[config.mk]
export PLATFORM = sky130hd
export DESIGN_NAME = display_timing
export DESIGN_NICKNAME = d
export VERILOG_FILES = /design/src/rtl/display_timing.sv
export SDC_FILE = /design/constraint.sdc
export NUM_CORES = 1
export LEC_CHECK = 0
export BUFFER_PORTS_ARGS = -buffer_cell sky130_fd_sc_hd__buf_4
export CAP_MARGIN = 5
export CORE_UTILIZATION = 40
export DETAILED_ROUTE_END_ITERATION = 8
export PLACE_DENSITY = 0.71
export SLEW_MARGIN = 20
export SYNTH_ARGS = -nofsm -noshare
export SYNTH_HDL_FRONTEND = slang
export SYNTH_SLANG_ARGS = --single-unit
[constraint.sdc]
create_clock -name clk -period 2.6 [get_ports clk]
set_input_delay 0.52 -clock clk [delete_from_list [all_inputs] [get_ports clk]]
set_output_delay 0.52 -clock clk [all_outputs]
set_load 0.01 [all_outputs]
[src/rtl/display_timing.sv]
// display_timing: VGA-style raster timing generator.
// A prescaler divides clk down to the pixel rate; column and row counters
// walk the full raster (active + porches + sync), and the video/sync
// qualifiers are registered from the counters' next values so every output
// changes on the same clk edge as the position it describes.
//
// pix_tick is high for the single clk cycle in which the prescaler sits at
// CLK_DIV-1. The counters advance on the edge that ends that cycle.
// frame_start is high for the one clk cycle that follows the edge on which
// the position wraps from (H_TOTAL-1, V_TOTAL-1) to (0,0).
module display_timing #(
    parameter int CLK_DIV  = 4,
    parameter int H_ACTIVE = 640,
    parameter int H_FP     = 16,
    parameter int H_SYNC   = 96,
    parameter int H_BP     = 48,
    parameter int V_ACTIVE = 480,
    parameter int V_FP     = 10,
    parameter int V_SYNC   = 2,
    parameter int V_BP     = 33
) (
    input  logic       clk,
    input  logic       reset,
    output logic       pix_tick,
    output logic [9:0] pixel_column,
    output logic [9:0] pixel_row,
    output logic       video_on,
    output logic       horiz_sync,
    output logic       vert_sync,
    output logic       frame_start
);

    // Raster geometry.
    localparam int H_TOTAL = H_ACTIVE + H_FP + H_SYNC + H_BP;
    localparam int V_TOTAL = V_ACTIVE + V_FP + V_SYNC + V_BP;

    // Prescaler width; at least one bit even for the smallest legal divider.
    localparam int PW = (CLK_DIV > 2) ? $clog2(CLK_DIV) : 1;

    localparam logic [PW-1:0] PRE_LAST = PW'(CLK_DIV - 1);

    localparam logic [9:0] H_LAST       = 10'(H_TOTAL - 1);
    localparam logic [9:0] V_LAST       = 10'(V_TOTAL - 1);
    localparam logic [9:0] H_VIS_END    = 10'(H_ACTIVE);
    localparam logic [9:0] V_VIS_END    = 10'(V_ACTIVE);
    localparam logic [9:0] H_SYNC_START = 10'(H_ACTIVE + H_FP);
    localparam logic [9:0] H_SYNC_END   = 10'(H_ACTIVE + H_FP + H_SYNC);
    localparam logic [9:0] V_SYNC_START = 10'(V_ACTIVE + V_FP);
    localparam logic [9:0] V_SYNC_END   = 10'(V_ACTIVE + V_FP + V_SYNC);

    logic [PW-1:0] prescaler;
    logic [PW-1:0] prescaler_next;
    logic [9:0]    column_next;
    logic [9:0]    row_next;
    logic          frame_wrap;
    logic          video_next;
    logic          hsync_next;
    logic          vsync_next;

    // Strobe is a pure decode of the prescaler, so it drops to 0 the moment
    // reset clears the prescaler.
    assign pix_tick = (prescaler == PRE_LAST);

    // Prescaler next value: free-running 0..CLK_DIV-1.
    always_comb begin
        prescaler_next = prescaler + PW'(1);
        if (prescaler == PRE_LAST) begin
            prescaler_next = '0;
        end
    end

    // Position next value: column advances on each pixel strobe, row only
    // on a column wrap; a double wrap lands directly on (0,0).
    always_comb begin
        column_next = pixel_column;
        row_next    = pixel_row;
        frame_wrap  = 1'b0;
        if (pix_tick) begin
            if (pixel_column == H_LAST) begin
                column_next = '0;
                if (pixel_row == V_LAST) begin
                    row_next   = '0;
                    frame_wrap = 1'b1;
                end else begin
                    row_next = pixel_row + 10'd1;
                end
            end else begin
                column_next = pixel_column + 10'd1;
            end
        end
    end

    // Qualifiers decoded from the next position so their flops line up with
    // the counter flops; syncs are active-low.
    always_comb begin
        video_next = (column_next < H_VIS_END) && (row_next < V_VIS_END);
        hsync_next = !((column_next >= H_SYNC_START) && (column_next < H_SYNC_END));
        vsync_next = !((row_next >= V_SYNC_START) && (row_next < V_SYNC_END));
    end

    // All timing state; reset forces the idle raster asynchronously.
    always_ff @(posedge clk or posedge reset) begin
        if (reset) begin
            prescaler    <= '0;
            pixel_column <= '0;
            pixel_row    <= '0;
            video_on     <= 1'b0;
            horiz_sync   <= 1'b1;
            vert_sync    <= 1'b1;
            frame_start  <= 1'b0;
        end else begin
            prescaler    <= prescaler_next;
            pixel_column <= column_next;
            pixel_row    <= row_next;
            video_on     <= video_next;
            horiz_sync   <= hsync_next;
            vert_sync    <= vsync_next;
            frame_start  <= frame_wrap;
        end
    end

endmodule

==> results of run 1 <==
==> synth_stat cells, types with 2 or more instances <==
cell type	number	area share (%)
ha_1	4	3.6
xnor2_1	8	5.1
o21ai_0	8	2.9
nor2_1	10	2.7
and4_1	2	1.3
xor2_1	3	1.9
nand2_1	12	3.2
mux2i_1	3	2.2
dfrtp_1	24	43
and3_1	2	0.90
or3_1	2	0.90
nand3_1	9	3.2
and3_2	2	1.1
nand4b_1	3	1.9
dfstp_2	2	3.8
nand4_1	7	3.2
inv_1	4	1.1
and2_2	2	1.1
nor3_1	2	0.72
==> path summary, 6_finish.rpt <==
kind | to | start | depth (start not counted) | slack, ps
max in group asynchronous | horiz_sync | reset | 3 | 2070
worst min register to register | prescaler[0] | prescaler[0] | 1 | 460
worst min-delay path | pixel_row[0] | reset | 3 | 230
worst max-delay path | video_on | prescaler[0] | 7 | 470
worst max register to register | video_on | prescaler[0] | 7 | 470
min in group clk | prescaler[0] | prescaler[0] | 1 | 460
==> cells by family (layout without fill, tap and decap cells) <==
group / count (synthesis) / in the layout
xor+xnor: 11 / 11
buf+inv: 8 / 37
fa+ha+maj: 4 / 4
mux: 4 / 4
simple gates: 63 / 63
flops: 26 / 26
compound gates: 19 / 19
==> critical path: cells and delay by family (launching register included) <==
kind / cells / cell delay (ps)
simple gates: 4 / 950
flops: 1 / 390
fa+ha+maj: 1 / 370
mux: 1 / 210
compound gates: 1 / 100
==> stage by stage <==
| stage | utilization (%) | hold WS (ps) | power [mW] | std cells |
|---|---|---|---|---|
| 3_5_place_dp | 49.0 | 435 | 0.423 | 206 |
| 5_1_grt | 50.1 | 240 | 0.643 | 210 |
| 2_1_floorplan | - | 403 | 0.418 | 135 |
| 6_report | 50.1 | 233 | 0.616 | 210 |
| 3_3_place_gp | 49.0 | 411 | 0.422 | 206 |
| 4_1_cts | 50.1 | 240 | 0.625 | 210 |
==> layout make-up <==
cell class | count | area [um^2]
multi-input combinational | 101 | 691
fill | 318 | 1670
tap | 46 | 57.6
inverter | 4 | 15.0
clock buffer | 4 | 36.3
sequential | 26 | 653
timing repair buffer | 29 | 218
==> sequential cells by signal (all words and copies together) (netlist names) <==
| signal | cells |
|---|---|
| frame_start | 1 |
| pixel_row | 10 |
| horiz_sync | 1 |
| vert_sync | 1 |
| prescaler | 2 |
| pixel_column | 10 |
| video_on | 1 |
==> power groups by stage <==
stage | Clock [mW] | Combinational [mW] | Sequential, mW
floorplan | 0 | 0.00598 | 0.412
global placement | 0 | 0.0104 | 0.412
detailed placement | 0 | 0.0106 | 0.412
CTS | 0.209 | 0.0107 | 0.405
global route | 0.227 | 0.0117 | 0.405
finish | 0.202 | 0.00976 | 0.405
==> metal layers <==
metal | routed length (um) | share of wire [%]
met1 | 1280 | 47
met2 | 1320 | 48
met3 | 101 | 3.7
met4 | 38 | 1.4
met5 | 0 | 0
==> cell usage in the layout, fill, tap and decap left out, types with 2 or more instances in the layout <==
cell type,Yosys,final
o21ai_0,8,8
nand3_1,9,9
buf_4,1,29
or3_1,2,2
inv_1,4,4
nor3_1,2,2
and3_2,2,2
and4_1,2,2
dfstp_2,2,2
ha_1,4,4
nand4_1,7,7
mux2i_1,3,3
clkbuf_4,0,3
nand2_1,12,12
nand4b_1,3,3
xnor2_1,8,8
dfrtp_1,24,24
nor2_1,10,10
and2_2,2,2
and3_1,2,2
xor2_1,3,3
==> flow_summary.json, run 1 <==
{
  "via_per_inst": 5.31,
  "die_area_um2": 3710,
  "timing.final.crit_share_pct": 81.9,
  "via_count": 1115,
  "path_class": "flop to flop",
  "drt_first_pass_iters": 4,
  "internal-power_mw": 0.492,
  "cts_sinks": 26,
  "grt_use_met3_pct": 4.48,
  "start_util_pct": 41.5,
  "overflow": 0,
  "finalWorstSetupSlack_ps": 470,
  "synth-xor-area-share_pct": 6.95,
  "cts_tree": "done",
  "finalHoldViolations": 0,
  "grt_most_used_layer": "met2",
  "portBuffers": 26,
  "met1_usage_pct": 20.2,
  "die_h_um": 60.9,
  "clkPwrFrac_pct": 32.8,
  "core_area_um2": 3340,
  "synth_cell_type_count": 45,
  "dp_hpwl_mm": 2.04,
  "ir_worst_vdd_uv": 265,
  "path_clk_slew_ps": 140,
  "cts_buffer_depth": 2,
  "use_met2_pct": 25.7,
  "cap_violations": 0,
  "placementRows": 21,
  "syn_inst": 135,
  "drive_gt1_share_pct": 27.4,
  "power.leakage_nw": 0.766,
  "synthArstFlopShare_pct": 100,
  "stdcell_area_um2": 1670,
  "crit_slowest_cell": "dfrtp_1",
  "antenna_found_initial": 0,
  "power_density_nw_per_um2": 369,
  "power_switching_mw": 0.124,
  "synth-simple-area-share_pct": 27.5,
  "avgSynthCellArea_um2": 10.3,
  "drt_iter0_drc": 30,
  "post-cts-setup-buffers": 0,
  "gp_congestion": 0.833,
  "diodes": 0,
  "synth_fp_nets": 141,
  "grt_pass1_vias": 966,
  "grt_usage_pct": 15.9,
  "ys.flop_type": "dfrtp_1",
  "wl_per_cell_um": 13.0,
  "rsz0062_at_grt": "false",
  "synth_area_um2": 1390,
  "critPathMaxStageDelay_ps": 390,
  "synth_top_family_by_area": "simple AND/OR/NAND/NOR gates",
  "synth-edff-count": 0,
  "startpoint_type": "flop",
  "ys_ff_latch": 26,
  "synth_mux_area_share_pct": 2.98,
  "cts_root_buf": "clkbuf_4",
  "cts-buffers-inserted": 3,
  "end_kind": "flop",
  "max_freq_ghz": 0.470,
  "place_ws_ps": 523,
  "grt_first_pass_wirelength_mm": 4.32,
  "io_pins": 27,
  "htreeDepth": 1,
  "setup_viol": 0,
  "maxSlewHeadroom_pct": 73.6,
  "synthAdderAreaFrac_pct": 3.61,
  "fin_crit_ps": 2130,
  "crit_arrival_ps": 2350,
  "combPwrFrac_pct": 1.6,
  "grt_start_max_net_pins": 27,
  "power_frac_seq_pct": 65.7,
  "drt_wl_total_mm": 2.74,
  "synth_compound_gate_area_share_pct": 8.75,
  "cts_hold_buffers": 0,
  "clock_latency_ps": 310,
  "finClkSkew_ps": 1.40,
  "die_w_um": 60.9,
  "ctsResizeCount": 0,
  "finalSetupTns_ps": 0,
  "outcome": "complete, no violations",
  "area_growth_pct": 20.5,
  "drc_errors": 0,
  "worstPathCellList": "ha_1 -> nand3_1 -> nor3_1 -> and3_1 -> mux2i_1 -> o21ai_0 -> nor3b_2",
  "final_max_slew_viol_count": 0,
  "placed_cell_area_um2": 1630,
  "tightest_slew_ps": 392,
  "crit_required_ps": 2820,
  "hp-class": "input port to asynchronous set/reset pin",
  "netSwitchingFraction_pct": 20.1,
  "yosysWarningCount": 0,
  "synth_seq_area_share_pct": 47.1,
  "critical_path.max_fanout": 10,
  "ant_nets": 0,
  "fin_nets": 171
}
Power figures use the tool's default switching activity.
==> run 2, diff against run 1 <==
Settings changed: ABC_AREA from default to 1, PLACE_DENSITY 0.71 to 0.7.
Clock period 2.6 ns to 2 ns, I/O delays scaled along.
==> flow_summary.json, run 2 <==
{
  "via_count": 1380,
  "final_max_slew_viol_count": 0,
  "clkPwrFrac_pct": 44.5,
  "final_common_cell": "nand2_1",
  "nFillCells": 383,
  "rrSetupSlack_ps": 200,
  "yosys.cell_count.top_type": "nand2_1",
  "final_cell_mix": "58 x nand2_1, 39 x inv_1, 30 x buf_4",
  "critical_path.max_fanout": 16,
  "avgSynthCellArea_um2": 7.44,
  "cts_buffer_depth": 2,
  "htreeDepth": 1,
  "maxSlewHeadroom_pct": 77.9,
  "ys.flop_type": "dfrtp_1",
  "path_class": "flop to flop",
  "ys_ff_latch": 26,
  "reg2reg_from": "pixel_column[0]",
  "tightest_slew_ps": 332,
  "ant_nets": 0,
  "r2r_cells": 9,
  "path_clk_slew_ps": 90,
  "core_area_um2": 3720,
  "crit_slowest_cell": "dfrtp_1",
  "cts_tree": "done",
  "ctsResizeCount": 0,
  "place_ws_ps": 195,
  "worstPathCellList": "ha_1 -> nand4_4 -> nor2_8 -> buf_4 -> nor2_1 -> nand2_1 -> nand2_1 -> a21oi_1 -> nand2_1",
  "synth_fp_nets": 217,
  "max_freq_ghz": 0.556,
  "io_pins": 27,
  "outcome": "complete, no violations",
  "die_w_um": 64.6,
  "worst_hold_slack_ps": 167,
  "power.leakage_nw": 1.05,
  "combPwrFrac_pct": 1.3,
  "critPathBufInv": 1,
  "grt_start_max_net_pins": 27,
  "finalSetupTns_ps": 0,
  "dp_hpwl_mm": 2.50,
  "fin_nets": 250,
  "synth-edff-count": 0,
  "die_h_um": 64.6,
  "rsz0062_at_grt": "false",
  "crit_arrival_ps": 2010,
  "synth_seq_area_share_pct": 41.6,
  "finalHoldViolations": 0,
  "ir_worst_vdd_uv": 448,
  "multi_input_area_um2": 739,
  "timing.final.crit_share_pct": 90.0,
  "synth_area_leader_cell": "dfrtp_1",
  "ys_top_cells_by_count": "58 x nand2_1, 39 x inv_1, 24 x dfrtp_1",
  "finalWorstSetupSlack_ps": 200,
  "finClkSkew_ps": 8.70,
  "die_area_um2": 4180,
  "setup_viol": 0,
  "synth_cell_type_count": 27,
  "diodes": 0,
  "top_regs": "pixel_column x10, pixel_row x10, prescaler x2",
  "synthArstFlopShare_pct": 100,
  "clock_latency_ps": 270,
  "crit_path_frequent_cell": "nand2_1",
  "cap_violations": 0,
  "overflow": 0,
  "grt_pass1_vias": 1240,
  "seqCellArea_um2": 653,
  "hp-class": "input port to asynchronous set/reset pin",
  "via_per_inst": 4.74,
  "area_growth_pct": 21.5,
  "path_delay_family": "simple AND/OR/NAND/NOR gates",
  "internal-power_mw": 0.796,
  "syn_inst": 211,
  "drc_errors": 0,
  "drt_iter0_drc": 52,
  "end_kind": "flop",
  "crit_required_ps": 2210,
  "critPathMaxStageDelay_ps": 460,
  "yosysWarningCount": 0,
  "cts_root_buf": "clkbuf_8",
  "fin_crit_ps": 1800,
  "power_frac_seq_pct": 54.2,
  "portBuffers": 26,
  "cts-buffers-inserted": 3,
  "synthTopCellsByArea": "dfrtp_1 38%, nand2_1 14%, inv_1 9.3%",
  "cts_hold_buffers": 0,
  "startpoint_type": "flop",
  "antenna_found_initial": 0,
  "gp_congestion": 0.832,
  "synth_top_area_share_pct": 38.3,
  "drt_first_pass_iters": 4,
  "power_mw": 0.970,
  "start_util_pct": 42.2,
  "grt_usage_pct": 17.1,
  "drt_wl_total_mm": 3.17,
  "wl_per_cell_um": 10.9,
  "grt_first_pass_wirelength_mm": 5.52,
  "cts_sinks": 26,
  "power_density_nw_per_um2": 509,
  "drive_gt1_share_pct": 21.4,
  "synth_area_um2": 1570,
  "power_switching_mw": 0.174,
  "reg2reg_to": "horiz_sync",
  "placementRows": 22,
  "netSwitchingFraction_pct": 18.0
}
-- run 2: cell count changes after synthesis, sizes merged, moves of 5 or more --
cell / change
inv: +38
nand2: +48
nand3: +11
nand4: +5
nor2: +15
xnor2: -7
-- run 2: stage by stage --
step | utilization (%) | instance area (um^2) | instances
floorplan | - | 1570 | 211
global placement | 49.2 | 1830 | 286
detailed placement | 49.2 | 1830 | 286
CTS | 51.1 | 1900 | 290
global route | 51.3 | 1910 | 291
finish | 51.3 | 1910 | 291
-- run 2: worst register-to-register path: cells and delay by family (launching register included) --
family                     cells  cell delay, ps
buffers and inverters          1             160
adders and majority gates      1             290
and+or+nand+nor                6             660
AOI/OAI and AO/OA              1             160
DFF                            1             460
-- run 2: area by class of cell --
cell class,instances,area share [%]
clock buffers,3,2.17
clock inverters,1,1.57
inverters,42,8.27
multi-input cells,141,38.8
flip-flops and latches,26,34.3
well taps,48,3.15
repair buffers,30,11.8
-- run 2: logic make-up after synthesis --
logic type | after synthesis | share of synthesized area (%)
AND/OR/NAND/NOR | 123 | 38.4
AO/OA/AOI/OAI | 12 | 4.47
XOR/XNOR | 2 | 1.12
adder cells (fa/ha/maj) | 4 | 3.19
flip-flops | 26 | 41.6
buffers and inverters | 44 | 11.2
-- run 2: repair_timing --
action / in CTS / in global routing
setup endpoints to repair: 0 / 1
hold endpoints to repair: 0 / 0
buffers inserted: 0 / 1
-- run 2: how the worst max path moves through the flow --
stage                     slack (ps)            start  cells past startpoint         end
after floorplan                  350  pixel_column[0]                      9    video_on
after global placement           230  pixel_column[0]                     10    video_on
after detailed placement         190  pixel_column[0]                     10    video_on
after CTS                        180  pixel_column[0]                     10    video_on
after global routing               8  pixel_column[0]                      9   vert_sync
final                            200  pixel_column[0]                      9  horiz_sync
-- run 2: metal layers --
metal,part of all wire [%],vias up,GRT usage [%]
li1,-,729,-
met1,50,631,23.6
met2,47,15,27.8
met3,2.1,5,3.70
met4,0.91,0,3.33
met5,0,-,0
-- run 2: power by group through the flow --
| stage | Sequential (mW) | Clock [mW] | Combinational (mW) |
|---|---|---|---|
| CTS | 0.525 | 0.441 | 0.0139 |
| global route | 0.526 | 0.465 | 0.0157 |
| global placement | 0.536 | 0 | 0.0140 |
| floorplan | 0.536 | 0 | 0.00777 |
| detailed placement | 0.536 | 0 | 0.0140 |
| finish | 0.525 | 0.432 | 0.0129 |
